[src/rtl/j_carry_lookahead_adder.sv]
`default_nettype none
// ============================================================================
// Module      : j_carry_lookahead_adder
// Description : Registered two-level carry-lookahead adder. Operands are split
//               into 4-bit lookahead blocks; a second lookahead level derives
//               every block carry-in directly from carryin and the block P/G,
//               so no carry ripples inside or between blocks. Outputs are
//               loaded when in_valid is high and hold otherwise.
// Revision    : 1.0 - initial release
// ============================================================================
module j_carry_lookahead_adder #(
   parameter int WIDTH = 4
) (
   input  logic             clk,
   input  logic             rst_n,
   output logic [WIDTH-1:0] Y,
   output logic             carryout,
   input  logic [WIDTH-1:0] A,
   input  logic [WIDTH-1:0] B,
   input  logic             carryin,
   input  logic             in_valid,
   output logic             out_valid,
   output logic             group_p,
   output logic             group_g
);

   // Kept at least 1 so the declarations below stay legal while the width
   // check reports the real problem.
   localparam int NBLK = (WIDTH < 4) ? 1 : (WIDTH / 4);

   generate
      if ((WIDTH < 4) || ((WIDTH % 4) != 0)) begin : g_bad_width
         $error("j_carry_lookahead_adder: WIDTH must be a positive multiple of 4");
      end
   endgenerate

   logic [WIDTH-1:0] w_p;        // bit propagate
   logic [WIDTH-1:0] w_g;        // bit generate
   logic [WIDTH-1:0] w_c;        // carry into each bit
   logic [WIDTH-1:0] w_sum;
   logic [NBLK-1:0]  w_blk_p;    // block propagate
   logic [NBLK-1:0]  w_blk_g;    // block generate
   logic [NBLK:0]    w_blk_c;    // carry into each block (index NBLK = carry out)
   logic [NBLK:0]    w_gen_c;    // same carries assuming carryin = 0

   logic [WIDTH-1:0] y_q, y_d;
   logic             carryout_q, carryout_d;
   logic             out_valid_q, out_valid_d;
   logic             group_p_q, group_p_d;
   logic             group_g_q, group_g_d;

   assign w_p = A ^ B;
   assign w_g = A & B;

   // First lookahead level: flat sum-of-products carries inside each block.
   generate
      for (genvar b = 0; b < NBLK; b++) begin : g_blk
         localparam int L = 4 * b;
         logic [3:0] w_bp;
         logic [3:0] w_bg;
         logic       w_ci;

         assign w_bp = w_p[L+3:L];
         assign w_bg = w_g[L+3:L];
         assign w_ci = w_blk_c[b];

         assign w_c[L]   = w_ci;
         assign w_c[L+1] = w_bg[0] | (w_bp[0] & w_ci);
         assign w_c[L+2] = w_bg[1] | (w_bp[1] & w_bg[0]) | (w_bp[1] & w_bp[0] & w_ci);
         assign w_c[L+3] = w_bg[2] | (w_bp[2] & w_bg[1]) | (w_bp[2] & w_bp[1] & w_bg[0])
                         | (w_bp[2] & w_bp[1] & w_bp[0] & w_ci);

         assign w_blk_p[b] = &w_bp;
         assign w_blk_g[b] = w_bg[3] | (w_bp[3] & w_bg[2]) | (w_bp[3] & w_bp[2] & w_bg[1])
                           | (w_bp[3] & w_bp[2] & w_bp[1] & w_bg[0]);
      end
   endgenerate

   // Second lookahead level: each block carry-in as an OR of product terms
   // over the block P/G, with a separate carryin = 0 version for group_g.
   always_comb begin
      logic w_term;
      w_term  = 1'b0;
      w_gen_c = '0;
      w_blk_c = '0;
      for (int j = 0; j <= NBLK; j++) begin
         for (int k = 0; k < j; k++) begin
            w_term = w_blk_g[k];
            for (int m = k + 1; m < j; m++) begin
               w_term = w_term & w_blk_p[m];
            end
            w_gen_c[j] = w_gen_c[j] | w_term;
         end
         w_term = carryin;
         for (int m = 0; m < j; m++) begin
            w_term = w_term & w_blk_p[m];
         end
         w_blk_c[j] = w_gen_c[j] | w_term;
      end
   end

   assign w_sum = w_p ^ w_c;

   // Next-state: load a new result on in_valid, otherwise hold.
   always_comb begin
      out_valid_d = in_valid;
      y_d         = y_q;
      carryout_d  = carryout_q;
      group_p_d   = group_p_q;
      group_g_d   = group_g_q;
      if (in_valid) begin
         y_d        = w_sum;
         carryout_d = w_blk_c[NBLK];
         group_p_d  = &w_p;
         group_g_d  = w_gen_c[NBLK];
      end
   end

   // Output registers; synchronous reset wins over any operation that cycle.
   always_ff @(posedge clk) begin
      if (!rst_n) begin
         y_q         <= '0;
         carryout_q  <= 1'b0;
         out_valid_q <= 1'b0;
         group_p_q   <= 1'b0;
         group_g_q   <= 1'b0;
      end else begin
         y_q         <= y_d;
         carryout_q  <= carryout_d;
         out_valid_q <= out_valid_d;
         group_p_q   <= group_p_d;
         group_g_q   <= group_g_d;
      end
   end

   assign Y         = y_q;
   assign carryout  = carryout_q;
   assign out_valid = out_valid_q;
   assign group_p   = group_p_q;
   assign group_g   = group_g_q;

endmodule
`default_nettype wire

[config.mk]
export PLATFORM = sky130hd
export DESIGN_NAME = j_carry_lookahead_adder
export DESIGN_NICKNAME = d
export VERILOG_FILES = /design/src/rtl/j_carry_lookahead_adder.sv
export SDC_FILE = /design/constraint.sdc
export NUM_CORES = 1
export LEC_CHECK = 0
export ABC_CLOCK_PERIOD_IN_PS = 2500
export CAP_MARGIN = 20
export CORE_AREA = 2 2 39 41
export DETAILED_ROUTE_END_ITERATION = 7
export DIE_AREA = 0 0 41 43
export MAX_ROUTING_LAYER = met4
export PLACE_DENSITY = 0.68
export SYNTH_ARGS = -nofsm -noshare
export SYNTH_HDL_FRONTEND = slang
export SYNTH_SLANG_ARGS = --single-unit
[constraint.sdc]
create_clock -name clk -period 2.5 [get_ports clk]
set_clock_uncertainty 0.1 [all_clocks]
set_input_delay 0.25 -clock clk [delete_from_list [all_inputs] [get_ports clk]]
set_output_delay 0.25 -clock clk [all_outputs]
set_load 0.05 [all_outputs]
# After elaboration in Yosys (flattened, before gate mapping)
# Index checks and enable logic that the tools add are counted.
# op_classes
bitwise_logic	28
n_reduce_logical	1
# op_table
cell	count
bitwise AND 1 bit	15
bitwise OR 1 bit	10
bitwise XOR 4 bit	2
bitwise AND 4 bit	1
AND reduction 4 bit	1
# totals
ff_bits	8
inputBits	12
elab_cells	34
output_inout_bits	8

# Depth between registers and ports, before layout
# logic_depth
depth_word	6
ltp_mapped	5
depth_no_buf	5

# Worst setup path after synthesis
# Ideal clock, no wire load.
# synth_timing
path_type	input to register
from	input A[0]
to	register y_q[3] (netlist: Y[3])
path_slack_ns	1.188
path_stages	4
arrival_time_ns	1.123
t_required_ns	2.312
setup_ns	0.088
n_path_buf	0
cell_sequence	ha_1 a211oi_4 nor2_1 a311oi_2
# synth_between
elab_chain_len	5
elab_cells_between_ends	8
classes_between	bitwise: 8
# synth_rtl
item	line_no	rtl
start, declared	18	input logic [WIDTH-1:0] A,
bitwise AND 4 bit / bitwise XOR 4 bit (equally long branches)	53, 52	
bitwise AND 1 bit, on equally long branches	70, 71	
bitwise OR 1 bit / bitwise AND 1 bit (equally long branches)	70, 71	
bitwise OR 1 bit (*)	71	| (w_bp[2] & w_bp[1] & w_bp[0] & w_ci);
bitwise XOR 4 bit (*)	102	assign w_sum = w_p ^ w_c;
end signal, assigned	128	y_q <= y_d;
end, declared	46	logic [WIDTH-1:0] y_q, y_d;
# Mark *: on every way between the ends. The rest lies on a longest branch, timed or not.
# A chain may end at the register's enable or synchronous reset.

# Final worst setup path
# layout_timing
from	register y_q[1] (netlist: Y[1])
to	output Y[1]
# layout_lines
item	line_no	rtl
end, declared	16	output logic [WIDTH-1:0] Y,
# No word-level cell between the ends.

==> flow_results.xml <==
<?xml version="1.0" encoding="UTF-8"?>
<metrics>
  <group name="cts">
    <metric name="clock_insertion_delay_worst_skew" unit="ns">0.25</metric>
    <metric name="clkSinkCount" unit="">8</metric>
    <metric name="clk_pin_slew" unit="ns">0.05</metric>
    <metric name="cts_buffer_count" unit="">3</metric>
    <metric name="ctsResizeCount" unit="">0</metric>
    <metric name="cts_buffer_depth" unit="">2</metric>
    <metric name="tritoncts_clock_tree" unit="">built</metric>
    <metric name="ctsHoldBuffers" unit="">0</metric>
    <metric name="cts-htree-levels" unit="">1</metric>
    <metric name="clk_root_buffer_cell" unit="">sky130_fd_sc_hd__clkbuf_4</metric>
    <metric name="cts_post_setup_buffers_inserted" unit="">0</metric>
  </group>
  <group name="run_status">
    <metric name="status" unit="">completed</metric>
  </group>
  <group name="floorplan">
    <metric name="dieHeight" unit="um">43</metric>
    <metric name="fp.dieArea" unit="um2">1763</metric>
    <metric name="ios" unit="">20</metric>
    <metric name="core_region_area" unit="um2">1384</metric>
    <metric name="placementRows" unit="">14</metric>
    <metric name="initial_core_util" unit="%">33.63</metric>
    <metric name="fp.dieW" unit="um">41</metric>
  </group>
  <group name="cells_and_area">
    <metric name="multi_input_area" unit="um2">289.0</metric>
    <metric name="layout-drive-gt1-share" unit="%">8.696</metric>
    <metric name="layout.cells.most_common" unit="">sky130_fd_sc_hd__clkdlybuf4s50_1</metric>
    <metric name="fin_nets" unit="">88</metric>
    <metric name="insertedDiodeCount" unit="">0</metric>
    <metric name="total_of_fill_cells_in_the_finished_design" unit="">150</metric>
    <metric name="final-seq-area" unit="um2">160.2</metric>
    <metric name="final_cell_mix" unit="">sky130_fd_sc_hd__clkdlybuf4s50_1 (19), sky130_fd_sc_hd__dfxtp_1 (8), sky130_fd_sc_hd__o21ai_0 (4), sky130_fd_sc_hd__ha_1 (4)</metric>
    <metric name="area_delta_synth_final" unit="%">48.92</metric>
  </group>
  <group name="timing">
    <metric name="timing_hold_violations_final" unit="">0</metric>
    <metric name="worst-slew-pin-transition" unit="ns">0.4914</metric>
    <metric name="finalCritPeriodShare" unit="%">69.18</metric>
    <metric name="setup-violations-final" unit="">0</metric>
    <metric name="max_freq" unit="MHz">578.2</metric>
    <metric name="maxSlewViolCount" unit="">0</metric>
    <metric name="fin_crit" unit="ns">1.730</metric>
    <metric name="rsz0062_at_grt" unit="">false</metric>
    <metric name="max-slew-margin-rel" unit="%">67.13</metric>
    <metric name="setup_tns" unit="ns">0</metric>
  </group>
  <group name="drt">
    <metric name="detail_route.wl_per_cell" unit="um">11.21</metric>
    <metric name="routed-via-count" unit="">415</metric>
    <metric name="totalWireLength" unit="um">953</metric>
    <metric name="post_drt_via_cell_ratio" unit="">4.882</metric>
    <metric name="detail-route-antenna-nets" unit="">0</metric>
    <metric name="post_route_drc" unit="">0</metric>
    <metric name="firstDrtPassIters" unit="">4</metric>
    <metric name="initial_drc_count" unit="">12</metric>
  </group>
  <group name="logic_synthesis">
    <metric name="netlist_area" unit="um2">465.4</metric>
    <metric name="number_of_distinct_library_cells_after_synthesis" unit="">25</metric>
    <metric name="synth-edff-count" unit="">0</metric>
    <metric name="yosys_reg_bits" unit="">8</metric>
    <metric name="synth_area_per_inst" unit="um2">9.697</metric>
    <metric name="synth-warning-count" unit="">0</metric>
    <metric name="mappedNetlistNets" unit="">65</metric>
    <metric name="yosys.area.top_type" unit="">sky130_fd_sc_hd__dfxtp_1</metric>
    <metric name="syn-instance-count" unit="">48</metric>
    <metric name="ys_async_sr_fraction" unit="%">0</metric>
    <metric name="synth-main-ff-cell" unit="">sky130_fd_sc_hd__dfxtp_1</metric>
    <metric name="synth.yosys.seq_area_share" unit="%">34.41</metric>
    <metric name="post-synth-top-area-fraction" unit="%">34.41</metric>
    <metric name="synth.area.top_cells" unit="">sky130_fd_sc_hd__dfxtp_1 (34%), sky130_fd_sc_hd__ha_1 (11%), sky130_fd_sc_hd__a211oi_4 (4.3%)</metric>
  </group>
  <group name="setup_path">
    <metric name="crit_required" unit="ns">2.15</metric>
    <metric name="critPathMaxFanout" unit="">2</metric>
    <metric name="cpLargestDelayFamily" unit="">buffers and inverters</metric>
    <metric name="crit_chain" unit="">clkdlybuf4s50_1</metric>
    <metric name="critical_path.reg2reg.endpoint" unit="">Y[3]</metric>
    <metric name="critical_path.slowest_cell" unit="">sky130_fd_sc_hd__clkdlybuf4s50_1</metric>
    <metric name="crit_cells" unit="">1</metric>
    <metric name="worst_setup_path_end_kind" unit="">primary output</metric>
    <metric name="slowest_delay" unit="ns">0.80</metric>
    <metric name="cp_num_buf_inv" unit="">1</metric>
    <metric name="reg2regPathDepth" unit="">2</metric>
    <metric name="timing_worst_setup_path_type" unit="">flop to primary output</metric>
    <metric name="critPathArrivalTime" unit="ns">1.38</metric>
    <metric name="r2r_start" unit="">Y[3]</metric>
    <metric name="reg2reg_setup_slack" unit="ns">1.71</metric>
    <metric name="timing.critical_path.from_type" unit="">flop</metric>
  </group>
  <group name="grt">
    <metric name="grt_usage" unit="%">13.66</metric>
    <metric name="largest_net_degree_at_the_start_of_global_routing" unit="">15</metric>
    <metric name="grt_overflow" unit="">0</metric>
    <metric name="antenna_found_initial" unit="">0</metric>
    <metric name="grt_pass1_vias" unit="">385</metric>
    <metric name="grt_pass1_wl" unit="um">1566</metric>
  </group>
  <group name="min_path">
    <metric name="timing.hold.worst.class" unit="">flop to flop</metric>
    <metric name="worstHoldPathCells" unit="">1</metric>
    <metric name="holdPathEnd" unit="">Y[0]</metric>
    <metric name="hold_start" unit="">Y[0]</metric>
  </group>
  <group name="power">
    <metric name="leakagePower" unit="nW">0.2768</metric>
    <metric name="ir_drop" unit="mV">0.3475</metric>
    <metric name="totalPowerFinal" unit="mW">0.3701</metric>
    <metric name="pwr_density_cell" unit="nW/um2">533.9</metric>
  </group>
  <group name="place">
    <metric name="dpl.hpwl" unit="um">759.7</metric>
    <metric name="gp_routability_congestion" unit="">0.7474</metric>
    <metric name="io_buffer_count" unit="">19</metric>
  </group>
  <group name="run">
    <metric name="drv.max_cap_violation_count" unit="">0</metric>
  </group>
</metrics>
==> power by group <==
part           internal, mW  switching (mW)
combinational        0.0588          0.0742
clock                0.0547          0.0398
sequential            0.138         0.00464
total                 0.251           0.119
==> through the flow <==
stage               cells  util (%)  area [um2]  worst slack (ns)  hold WS, ns
floorplan              48         -       465.4             1.188       0.2782
global placement       82     48.46       670.6            0.6845       0.3747
detailed placement     82     48.46       670.6            0.6691       0.3786
CTS                    85     50.09       693.2            0.7584       0.3960
global route           85     50.09       693.2            0.7249       0.4209
finish                 85     50.09       693.2            0.7704       0.3861
==> area by class of cell <==
type	count	area share (%)
Sequential cell	8	23.10
Inverter	3	1.625
Timing Repair Buffer	19	27.44
Tap cell	16	2.888
Clock buffer	3	3.249
Multi-Input combinational cell	36	41.70
==> cell families after synthesis <==
kind of cell	count (synthesis)	share of synthesized area (%)
XOR/XNOR	1	1.882
AND/OR/NAND/NOR	12	14.25
flip-flops	8	34.41
multiplexers	2	4.301
adder cells (fa/ha/maj)	5	15.05
AO/OA/AOI/OAI	16	26.61
buffers and inverters	4	3.493
==> registers in the layout, summed over array words and instances, names as in the netlist <==
name       cells
carryout       1
out_valid      1
group_p        1
group_g        1
Y              4
==> synth_stat cells, drive strengths merged (2+ instances only) <==
library cell and n:
o21ai 5, o21a 2, nand2 3, nor2b 2, dfxtp 8, mux2i 2
a21oi 3, ha 4, nor2 2, inv 3
==> worst max-delay path by stage <==
| stage | from | slack (ns) | end |
|---|---|---|---|
| final | Y[1] | 0.77 | Y[1] |
| after CTS | Y[1] | 0.76 | Y[1] |
| after global routing | Y[2] | 0.72 | Y[2] |
| after detailed placement | A[0] | 0.67 | Y[3] |
| after global placement | A[0] | 0.68 | Y[3] |
| after floorplan | A[0] | 1.19 | Y[3] |
==> layer usage <==
layer	vias to the layer above	wire, um	global-route usage, %
li1	217	-	-
met1	183	407	16.07
met2	15	464	20.31
met3	0	82	7.853
met4	0	0	2.000
met5	-	0	-
(Power assumes the default switching activity.)
